### config.mk
export PLATFORM = sky130hd
export DESIGN_NAME = dm_cache_ctrl_flat
export DESIGN_NICKNAME = d
export VERILOG_FILES = /design/src/rtl/dm_cache_ctrl_if.sv /design/src/rtl/dm_cache_ctrl.sv /design/src/flat_wrapper.sv
export SDC_FILE = /design/constraint.sdc
export NUM_CORES = 2
export LEC_CHECK = 0
export BUFFER_PORTS_ARGS = -buffer_cell sky130_fd_sc_hd__buf_2
export CORE_MARGIN = 4
export CORE_UTILIZATION = 29
export DETAILED_ROUTE_END_ITERATION = 10
export GPL_ROUTABILITY_DRIVEN = 0
export SETUP_SLACK_MARGIN = 0.1
export SYNTH_ARGS = -nofsm -noshare
export SYNTH_HDL_FRONTEND = slang
export SYNTH_SLANG_ARGS = --single-unit
export TNS_END_PERCENT = 100
### constraint.sdc
create_clock -name clk -period 17.4 [get_ports clk]
set_input_delay 2.61 -clock clk [delete_from_list [all_inputs] [get_ports clk]]
set_output_delay 2.61 -clock clk [all_outputs]
set_load 0.1 [all_outputs]
### src/rtl/dm_cache_ctrl_if.sv
// CPU word port plus main_memory block port of the direct-mapped cache.
// slave is the cache's view; master is the CPU/memory side driving it.
interface dm_cache_ctrl_if #(
    parameter int ADDR_WIDTH  = 16,
    parameter int BLOCK_BYTES = 32
);
    logic [ADDR_WIDTH-1:0]    cpu_addr;
    logic [31:0]              cpu_wdata;
    logic                     cpu_read;
    logic                     cpu_write;
    logic [31:0]              cpu_rdata;
    logic                     cpu_ready;

    logic [ADDR_WIDTH-1:0]    mem_addr_block;
    logic [BLOCK_BYTES*8-1:0] mem_wdata_block;
    logic                     mem_read;
    logic                     mem_write;
    logic [BLOCK_BYTES*8-1:0] mem_rdata_block;
    logic                     mem_ready;

    logic [15:0]              hit_count;
    logic [15:0]              miss_count;

    modport master (
        output cpu_addr, cpu_wdata, cpu_read, cpu_write, mem_rdata_block, mem_ready,
        input  cpu_rdata, cpu_ready, mem_addr_block, mem_wdata_block, mem_read, mem_write,
        input  hit_count, miss_count
    );

    modport slave (
        input  cpu_addr, cpu_wdata, cpu_read, cpu_write, mem_rdata_block, mem_ready,
        output cpu_rdata, cpu_ready, mem_addr_block, mem_wdata_block, mem_read, mem_write,
        output hit_count, miss_count
    );
endinterface

### src/rtl/dm_cache_ctrl.sv
// Direct-mapped write-back/write-allocate cache; hit completes 2 edges after request, misses add
// writeback/fill round trips. CPU holds its request until the one-cycle cpu_ready pulse.
module dm_cache_ctrl #(
    parameter int ADDR_WIDTH  = 16,
    parameter int BLOCK_BYTES = 32,
    parameter int NUM_LINES   = 8
) (
    input logic            clk,
    input logic            rst,
    dm_cache_ctrl_if.slave bus
);
    localparam int OFFSET_BITS = $clog2(BLOCK_BYTES);
    localparam int INDEX_BITS  = $clog2(NUM_LINES);
    localparam int TAG_BITS    = ADDR_WIDTH - INDEX_BITS - OFFSET_BITS;
    localparam int WORD_BITS   = OFFSET_BITS - 2;
    localparam int LINE_BITS   = BLOCK_BYTES * 8;
    localparam int LSB_BITS    = $clog2(LINE_BITS);

    typedef enum logic [2:0] {
        IDLE,
        TAG_CHECK,
        WB_REQ,
        WB_WAIT,
        FILL_REQ,
        FILL_WAIT
    } state_t;

    state_t                  state;
    logic [ADDR_WIDTH-1:2]   req_addr;
    logic [31:0]             req_wdata;
    logic                    req_write;
    logic                    refill;
    logic [NUM_LINES-1:0]    valid;
    logic [NUM_LINES-1:0]    dirty;

    logic [TAG_BITS-1:0]     tags  [NUM_LINES];
    logic [LINE_BITS-1:0]    lines [NUM_LINES];

    logic [WORD_BITS-1:0]    req_word;
    logic [INDEX_BITS-1:0]   req_index;
    logic [TAG_BITS-1:0]     req_tag;
    logic [LSB_BITS-1:0]     word_lsb;
    logic [LINE_BITS-1:0]    cur_line;
    logic [TAG_BITS-1:0]     cur_tag;
    logic [31:0]             cur_word;
    logic                    hit;
    logic                    hit_wr_en;
    logic                    fill_en;
    logic                    unused_byte_sel;

    localparam logic [OFFSET_BITS-1:0] BLK_ZERO = '0;

    assign req_word  = req_addr[OFFSET_BITS-1:2];
    assign req_index = req_addr[OFFSET_BITS+INDEX_BITS-1:OFFSET_BITS];
    assign req_tag   = req_addr[ADDR_WIDTH-1:OFFSET_BITS+INDEX_BITS];
    assign word_lsb  = {req_word, 5'd0};
    assign cur_line  = lines[req_index];
    assign cur_tag   = tags[req_index];
    assign cur_word  = cur_line[word_lsb +: 32];
    assign hit       = valid[req_index] && (cur_tag == req_tag);
    assign hit_wr_en = (state == TAG_CHECK) && hit && req_write;
    assign fill_en   = (state == FILL_WAIT) && bus.mem_ready;

    // Byte select within a word has no meaning for a word-only port.
    assign unused_byte_sel = &{1'b0, bus.cpu_addr[1:0]};

    // Line storage carries no reset so it can map onto plain RAM; the valid bits gate its use.
    always_ff @(posedge clk) begin
        if (fill_en) begin
            lines[req_index] <= bus.mem_rdata_block;
            tags[req_index]  <= req_tag;
        end else if (hit_wr_en) begin
            lines[req_index][word_lsb +: 32] <= req_wdata;
        end
    end

    always_ff @(posedge clk or posedge rst) begin
        if (rst) begin
            state               <= IDLE;
            req_addr            <= '0;
            req_wdata           <= '0;
            req_write           <= 1'b0;
            refill              <= 1'b0;
            valid               <= '0;
            dirty               <= '0;
            bus.cpu_rdata       <= '0;
            bus.cpu_ready       <= 1'b0;
            bus.mem_addr_block  <= '0;
            bus.mem_wdata_block <= '0;
            bus.mem_read        <= 1'b0;
            bus.mem_write       <= 1'b0;
            bus.hit_count       <= '0;
            bus.miss_count      <= '0;
        end else begin
            bus.cpu_ready <= 1'b0;
            bus.mem_read  <= 1'b0;
            bus.mem_write <= 1'b0;
            case (state)
                IDLE: begin
                    // A request still held during the completion cycle belongs to the finished access.
                    if (!bus.cpu_ready && (bus.cpu_read || bus.cpu_write)) begin
                        req_addr  <= bus.cpu_addr[ADDR_WIDTH-1:2];
                        req_wdata <= bus.cpu_wdata;
                        req_write <= bus.cpu_write;
                        state     <= TAG_CHECK;
                    end
                end
                TAG_CHECK: begin
                    if (hit) begin
                        if (req_write) begin
                            dirty[req_index] <= 1'b1;
                        end else begin
                            bus.cpu_rdata <= cur_word;
                        end
                        bus.cpu_ready <= 1'b1;
                        // The check that follows a fill was already counted as a miss.
                        if (!refill && (bus.hit_count != 16'hFFFF)) begin
                            bus.hit_count <= bus.hit_count + 16'd1;
                        end
                        refill <= 1'b0;
                        state  <= IDLE;
                    end else begin
                        if (bus.miss_count != 16'hFFFF) begin
                            bus.miss_count <= bus.miss_count + 16'd1;
                        end
                        if (valid[req_index] && dirty[req_index]) begin
                            bus.mem_write       <= 1'b1;
                            bus.mem_addr_block  <= {cur_tag, req_index, BLK_ZERO};
                            bus.mem_wdata_block <= cur_line;
                            state               <= WB_REQ;
                        end else begin
                            bus.mem_read       <= 1'b1;
                            bus.mem_addr_block <= {req_tag, req_index, BLK_ZERO};
                            state              <= FILL_REQ;
                        end
                    end
                end
                WB_REQ: begin
                    state <= WB_WAIT;
                end
                WB_WAIT: begin
                    if (bus.mem_ready) begin
                        dirty[req_index]   <= 1'b0;
                        bus.mem_read       <= 1'b1;
                        bus.mem_addr_block <= {req_tag, req_index, BLK_ZERO};
                        state              <= FILL_REQ;
                    end
                end
                FILL_REQ: begin
                    state <= FILL_WAIT;
                end
                FILL_WAIT: begin
                    if (bus.mem_ready) begin
                        valid[req_index] <= 1'b1;
                        dirty[req_index] <= 1'b0;
                        refill           <= 1'b1;
                        state            <= TAG_CHECK;
                    end
                end
                default: begin
                    state <= IDLE;
                end
            endcase
        end
    end
endmodule

### src/flat_wrapper.sv
// flat-port wrapper written by rule: the top's interface ports become plain ports
module dm_cache_ctrl_flat 
#(
    parameter int ADDR_WIDTH  = 16,
    parameter int BLOCK_BYTES = 32,
    parameter int NUM_LINES   = 8
)
  (clk, rst, bus_cpu_addr, bus_cpu_wdata, bus_cpu_read, bus_cpu_write, bus_mem_rdata_block, bus_mem_ready, bus_cpu_rdata, bus_cpu_ready, bus_mem_addr_block, bus_mem_wdata_block, bus_mem_read, bus_mem_write, bus_hit_count, bus_miss_count);
  dm_cache_ctrl_if #(.ADDR_WIDTH(ADDR_WIDTH), .BLOCK_BYTES(BLOCK_BYTES)) bus_i ();
  input logic clk;
  input logic rst;
  input wire logic [$bits(bus_i.cpu_addr)-1:0] bus_cpu_addr;
  input wire logic [$bits(bus_i.cpu_wdata)-1:0] bus_cpu_wdata;
  input wire logic [$bits(bus_i.cpu_read)-1:0] bus_cpu_read;
  input wire logic [$bits(bus_i.cpu_write)-1:0] bus_cpu_write;
  input wire logic [$bits(bus_i.mem_rdata_block)-1:0] bus_mem_rdata_block;
  input wire logic [$bits(bus_i.mem_ready)-1:0] bus_mem_ready;
  output wire logic [$bits(bus_i.cpu_rdata)-1:0] bus_cpu_rdata;
  output wire logic [$bits(bus_i.cpu_ready)-1:0] bus_cpu_ready;
  output wire logic [$bits(bus_i.mem_addr_block)-1:0] bus_mem_addr_block;
  output wire logic [$bits(bus_i.mem_wdata_block)-1:0] bus_mem_wdata_block;
  output wire logic [$bits(bus_i.mem_read)-1:0] bus_mem_read;
  output wire logic [$bits(bus_i.mem_write)-1:0] bus_mem_write;
  output wire logic [$bits(bus_i.hit_count)-1:0] bus_hit_count;
  output wire logic [$bits(bus_i.miss_count)-1:0] bus_miss_count;
  assign bus_i.cpu_addr = bus_cpu_addr;
  assign bus_i.cpu_wdata = bus_cpu_wdata;
  assign bus_i.cpu_read = bus_cpu_read;
  assign bus_i.cpu_write = bus_cpu_write;
  assign bus_i.mem_rdata_block = bus_mem_rdata_block;
  assign bus_i.mem_ready = bus_mem_ready;
  assign bus_cpu_rdata = bus_i.cpu_rdata;
  assign bus_cpu_ready = bus_i.cpu_ready;
  assign bus_mem_addr_block = bus_i.mem_addr_block;
  assign bus_mem_wdata_block = bus_i.mem_wdata_block;
  assign bus_mem_read = bus_i.mem_read;
  assign bus_mem_write = bus_i.mem_write;
  assign bus_hit_count = bus_i.hit_count;
  assign bus_miss_count = bus_i.miss_count;
  dm_cache_ctrl #(.ADDR_WIDTH(ADDR_WIDTH), .BLOCK_BYTES(BLOCK_BYTES), .NUM_LINES(NUM_LINES)) u_core (.clk(clk), .rst(rst), .bus(bus_i));
endmodule
; Yosys cells after proc, flatten, opt, wreduce, memory -nomap -nowiden
; Memory sizes are Yosys's and may differ from the RTL's.
; Cells that the tools add are included.
[op_classes]
n_eq_ne = 15
n_lt_le_gt_ge = 2
n_bitwise = 262
shifts = 3
n_addsub = 3
muxes = 293
n_reduce_logical = 26
[ops]
columns = operator, count
row1 = 2-to-1 mux 1 bit, 273
row2 = 2-to-1 mux 256 bit, 1
row3 = bitwise OR 1 bit, 256
row4 = variable shift 32 x 10 -> 256 bit (first input constant), 1
row5 = indexed part select 256 x 9 -> 32 bit, 1
row6 = indexed part select 32 x 10 -> 256 bit, 1
row7 = 2-to-1 mux 16 bit, 3
row8 = adder 16 x 1 -> 16 bit (second input constant), 2
row9 = != test 16 bit (second input constant), 2
row10 = one-hot mux 16 bit (2 select lines), 1
row11 = 2-to-1 mux 8 bit, 3
row12 = AND reduction 3 bit, 7
row13 = one-hot mux 3 bit (6 select lines), 1
row14 = bitwise OR 8 bit, 2
row15 = one-hot mux 8 bit (2 select lines), 1
row16 = 2-to-1 mux 3 bit, 5
row17 = negation 8 -> 10 bit, 1
row18 = AND 8 bit, 1
row19 = equality test 8 bit, 1
row20 = logical AND 1 bit, 8
row21 = != test 2 x 1 -> 1 bit (second input constant), 4
row22 = inverter 8 bit, 1
row23 = binary-select mux 1 bit (select 3 bit), 2
row24 = equality test 3 x 2 -> 1 bit (second input constant), 2
row25 = other kinds (15), 24
[totals]
ram_bits = 2112
elab_cells = 621
register_bits = 406
input_bits = 309
mem_count = 2
[memory_table]
columns = name, depth, word_bits, read_ports, rd_clocked_by_memory_dff, wr, line
row1 = u_core.lines, 8, 256, 1, 0, 1, dm_cache_ctrl.sv:37  ; logic [LINE_BITS-1:0] lines [NUM_LINES];
row2 = u_core.tags, 8, 8, 1, 0, 1, dm_cache_ctrl.sv:36  ; logic [TAG_BITS-1:0] tags [NUM_LINES];

; Longest topological paths before layout
[depth]
ltp_word = 9
mapped_depth = 15

; Worst setup path after synthesis
; No wires, ideal clock.
[synth_timing]
kind = input port to flip-flop
from = in bus_mem_ready
to = mem u_core.lines[0][224] (netlist name), enable pin
t_arrival_ps = 4829
required_ps = 16979
cell_stages = 6
path_slack_ps = 12151
cell_sequence = nand2_1 > or2_2 > buf_1 > and2_1 > buf_2 > nor2_1
[synth_between]
elab_chain_len = 4
[synth_lines]
columns = item, line
row1 = start: declaration, flat_wrapper.sv:17  ; input wire logic [$bits(bus_i.mem_ready)-1:0] bus_mem_ready;
row2 = logical AND 1 bit *, dm_cache_ctrl.sv:62  ; assign fill_en = (state == FILL_WAIT) && bus.mem_ready;
row3 = 2-to-1 mux 1 bit, dm_cache_ctrl.sv:69  ; if (fill_en) begin
row4 = 2-to-1 mux 1 bit (implied by the code) / 2-to-1 mux 256 bit (equally long branches), "dm_cache_ctrl.sv:70, dm_cache_ctrl.sv:73"
row5 = bitwise OR 1 bit (no line) *, n/a
row6 = end: declaration, dm_cache_ctrl.sv:37
; Every way passes the cells marked *; elsewhere a longest branch is shown, timed or not.

; Worst setup path in the final report
[layout_timing]
from = reg u_core.req_addr[6] (netlist name)
to = reg u_core.bus.mem_wdata_block[189]
[layout_between]
elab_chain_len = 5
[layout_lines]
columns = item, line
row1 = start: declaration, dm_cache_ctrl.sv:29  ; logic [ADDR_WIDTH-1:2] req_addr;
row2 = start signal: assignment, dm_cache_ctrl.sv:102  ; req_addr <= bus.cpu_addr[ADDR_WIDTH-1:2];
row3 = memory read (8 x 8 bit) / binary-select mux 1 bit (select 3 bit) (equally long branches), n/a
row4 = equality test 8 bit / 2-to-1 mux 1 bit (equally long branches), "dm_cache_ctrl.sv:60, dm_cache_ctrl.sv:126"
row5 = logical AND 1 bit, dm_cache_ctrl.sv:60  ; assign hit = valid[req_index] && (cur_tag == req_tag);
row6 = inverter 1 bit (no line), n/a
row7 = AND reduction 3 bit (no line), n/a
row8 = end signal: assignment, dm_cache_ctrl.sv:129  ; bus.mem_wdata_block <= cur_line;
row9 = end: declaration, dm_cache_ctrl_if.sv:32  ; output cpu_rdata, cpu_ready, mem_addr_block, mem_wdata_block, mem_read, mem_write,
; Several ways; a longest one is shown, not always the timed one. The select of a mux whose other input is x is not followed.
; A chain may end at the register's enable or synchronous reset.

==> impl_metrics.toml <==
[run_status]
status = "completed"

[global_route]
grt_pass1_vias = 59800
grt_max_degree = 130
grt_pass1_wl_mm = 538
grt_overflow = 0
grt_usage_pct = 22.5
antenna_found_initial = 133

[logic_synthesis]
yosysUniqueCellTypes = 80
syn_area_per_cell_um2 = 16.4
yosysTopAreaCell = "edfxtp_1"
dominantRegCellSynth = "edfxtp_1"
yosysMostFrequentCell = "edfxtp_1"
synth-seq-cells = 2513
yosys_warnings = 0
syn_inst = 6034
syn_area_um2 = 98700
synth.top_cell.area_share_pct = 64.2
synthTopCellsByCount = "2112 x edfxtp_1, 401 x dfrtp_1, 389 x nand2_1, 367 x mux2_2, 348 x o21ai_0"
ys_top_cells_by_area = "edfxtp_1 64%, dfrtp_1 10%, mux2_2 4.2%"
synth-edff-count = 2112
seq_area_frac_synth_pct = 74.4
postSynth.asyncResetShare_pct = 16.0

[power_and_ir_drop]
total_power_mw = 24.2
p_leak_nw = 40.9
ir_worst_vdd_uv = 161
power_density_nw_per_um2 = 206

[critical_path]
slowest_stage = "a221oi_1"
cp.arrival_ns = 7.62
crit_top_cell = "buf_4"
crit_chain = "buf_12 -> buf_4 -> mux4_2 -> and2_0 -> a221oi_1 -> a21o_1 -> nor2_1 -> o21ai_4 -> buf_4 -> buf_4 -> mux2_2"
endpoint_kind = "register"
path_class = "register to register"
cp.required_ns = 18.18
r2r_cells = 11
max_stage_delay_ns = 0.93
r2r_start = "u_core.req_addr[6]"
r2r_setup_slack_ns = 10.56
start_kind = "register"
crit_path_max_fanout = 129
r2r_end = "u_core.bus.mem_wdata_block[189]"

[routing]
vias = 64200
drc_errors = 0
viasPerCell = 5.54
first_pass_iters = 6
routedWlPerCell_um = 35.5
ant_nets = 0
dr.first_iter.drc_count = 9936
wirelength_mm = 411

[cts]
clk_latency_ns = 0.90
cts.path.max_buffers = 4
cts-resized-gates = 0
cts_hold_buf = 0
clock_sinks = 2513
path_clk_slew_ns = 0.06
cts_buffers = 278
root_buffer = "clkbuf_16"
postCtsSetupBuffers = 0
cts_tree = "built"
cts_max_level = 5

[worst_hold_path]
hold_depth = 1
hp-start = "u_core.valid[3]"
whs_endpoint = "u_core.valid[3]"
hold_path_class = "register to register"

[placement]
dpl_worst_slack_ns = 10.68
portBuffers = 640
placed_cells = 11000
postPlaceCellArea_um2 = 108000
dp_hpwl_mm = 272

[floorplanning]
die_area_um2 = 350000
chipWidth_um = 591
core_area_um2 = 338000
die_h_um = 591
start_util_pct = 29.2
rows = 213
num_io_pins = 648

[final_layout]
areaGrowthSynthToFinish_pct = 18.8
design_area_um2 = 117000
drive_gt1_share_pct = 27.1
final_nets = 7087
stdcell_count = 11600

[flow_run]
maxCapViolations = 0

[timing]
setup_ws_ns = 10.56
fin_setup_tns_ns = 0
fin_crit_sh_pct = 39.3
hold_violations = 0
rsz0062_at_grt = "false"
min_period_ns = 6.84
slew-limit-headroom_pct = 4.62
setup_violations = 0
fmax_ghz = 0.146
worst_pin_slew_ns = 1.43
finalClockSkew_ns = 0.0572
drv_slew = 0
[worst max-delay path by stage]
stage | cells past startpoint | slack [ns] | to | startpoint
2_1_floorplan | 1 | 3.64 | asynchronous set/reset pin | rst
3_3_place_gp | 11 | 10.71 | u_core.bus.mem_wdata_block[189] | u_core.req_addr[6]
3_5_place_dp | 11 | 10.68 | u_core.bus.mem_wdata_block[50] | u_core.req_addr[6]
4_1_cts | 11 | 10.70 | u_core.bus.mem_wdata_block[50] | u_core.req_addr[6]
5_1_grt | 11 | 10.29 | u_core.bus.mem_wdata_block[50] | u_core.req_addr[6]
6_report | 11 | 10.56 | u_core.bus.mem_wdata_block[189] | u_core.req_addr[6]
[critical path: cells and delay by family (launching register included)]
family | cells | cell delay, ns
AO/OA/AOI/OAI | 3 | 1.44
buffers and inverters | 4 | 2.71
flip-flops | 1 | 0.81
multiplexers | 2 | 0.97
AND/OR/NAND/NOR | 2 | 0.46
[cell usage in the layout (no fill, tap or decap), types with 67 or more instances in the layout]
cell type,count
o21ai_0,348
clkbuf_16,286
mux2i_1,250
buf_2,640
nand2_1,389
a221oi_1,172
a21oi_1,234
mux4_2,78
dfrtp_1,395
mux2_2,367
a22oi_1,313
edfxtp_1,2112
nor2_4,67
buf_4,227
a22o_1,67
nor2_1,161
[report_power, final]
group / leakage [nW] / switching, mW / internal [mW] / total, mW
clock network: 4.41 / 2.50 / 3.36 / 5.86
registers: 24.1 / 0.589 / 7.29 / 7.88
logic: 12.4 / 8.16 / 2.26 / 10.4
total: 40.9 / 11.2 / 12.9 / 24.2
[final cells by class]
| type | count | area, um^2 |
|---|---|---|
| diodes | 58 | 145 |
| multi-input cells | 3076 | 23800 |
| fillers | 32300 | 221000 |
| clock inverters | 153 | 1430 |
| inverters | 33 | 136 |
| clock buffers | 354 | 7560 |
| repair buffers | 872 | 5010 |
| well taps | 4515 | 5650 |
| flip-flops and latches | 2513 | 73500 |
[layer usage]
layer  share of wire [%]  vias to the layer above  track usage [%]
met4                 7.0                       50             13.5
met2                  44                     4959             33.6
li1                    -                    25500                -
met3                  13                      848             6.43
met5               0.078                        -                0
met1                  37                    32800             29.1
[kinds of logic after synthesis]
logic type | share of synthesized area, %
other | 0.00380
DFF | 74.4
muxes | 9.36
and+or+nand+nor | 4.03
AOI/OAI and AO/OA | 9.64
buffers and inverters | 2.17
xor gates and xnor gates | 0.345
adders and majority gates | 0.0507
[through the flow]
step / utilization (%) / hold slack (ns)
2_1_floorplan: - / 0.434
3_3_place_gp: 32.0 / 0.446
4_1_cts: 34.7 / 0.470
6_report: 34.7 / 0.474
3_5_place_dp: 32.0 / 0.455
5_1_grt: 34.7 / 0.486
[flip-flops by register name, indices dropped and copies added (netlist names), 3 cells and up, named ones only]
| register | count |
|---|---|
| u_core.req_wdata | 32 |
| u_core.valid | 8 |
| u_core.bus.hit_count | 16 |
| u_core.bus.miss_count | 16 |
| u_core.req_addr | 14 |
| u_core.bus.mem_addr_block | 11 |
| u_core.tags | 64 |
| u_core.lines | 2048 |
| u_core.state | 3 |
| u_core.bus.mem_wdata_block | 256 |
| u_core.bus.cpu_rdata | 32 |
Power figures use the tool's default switching activity.
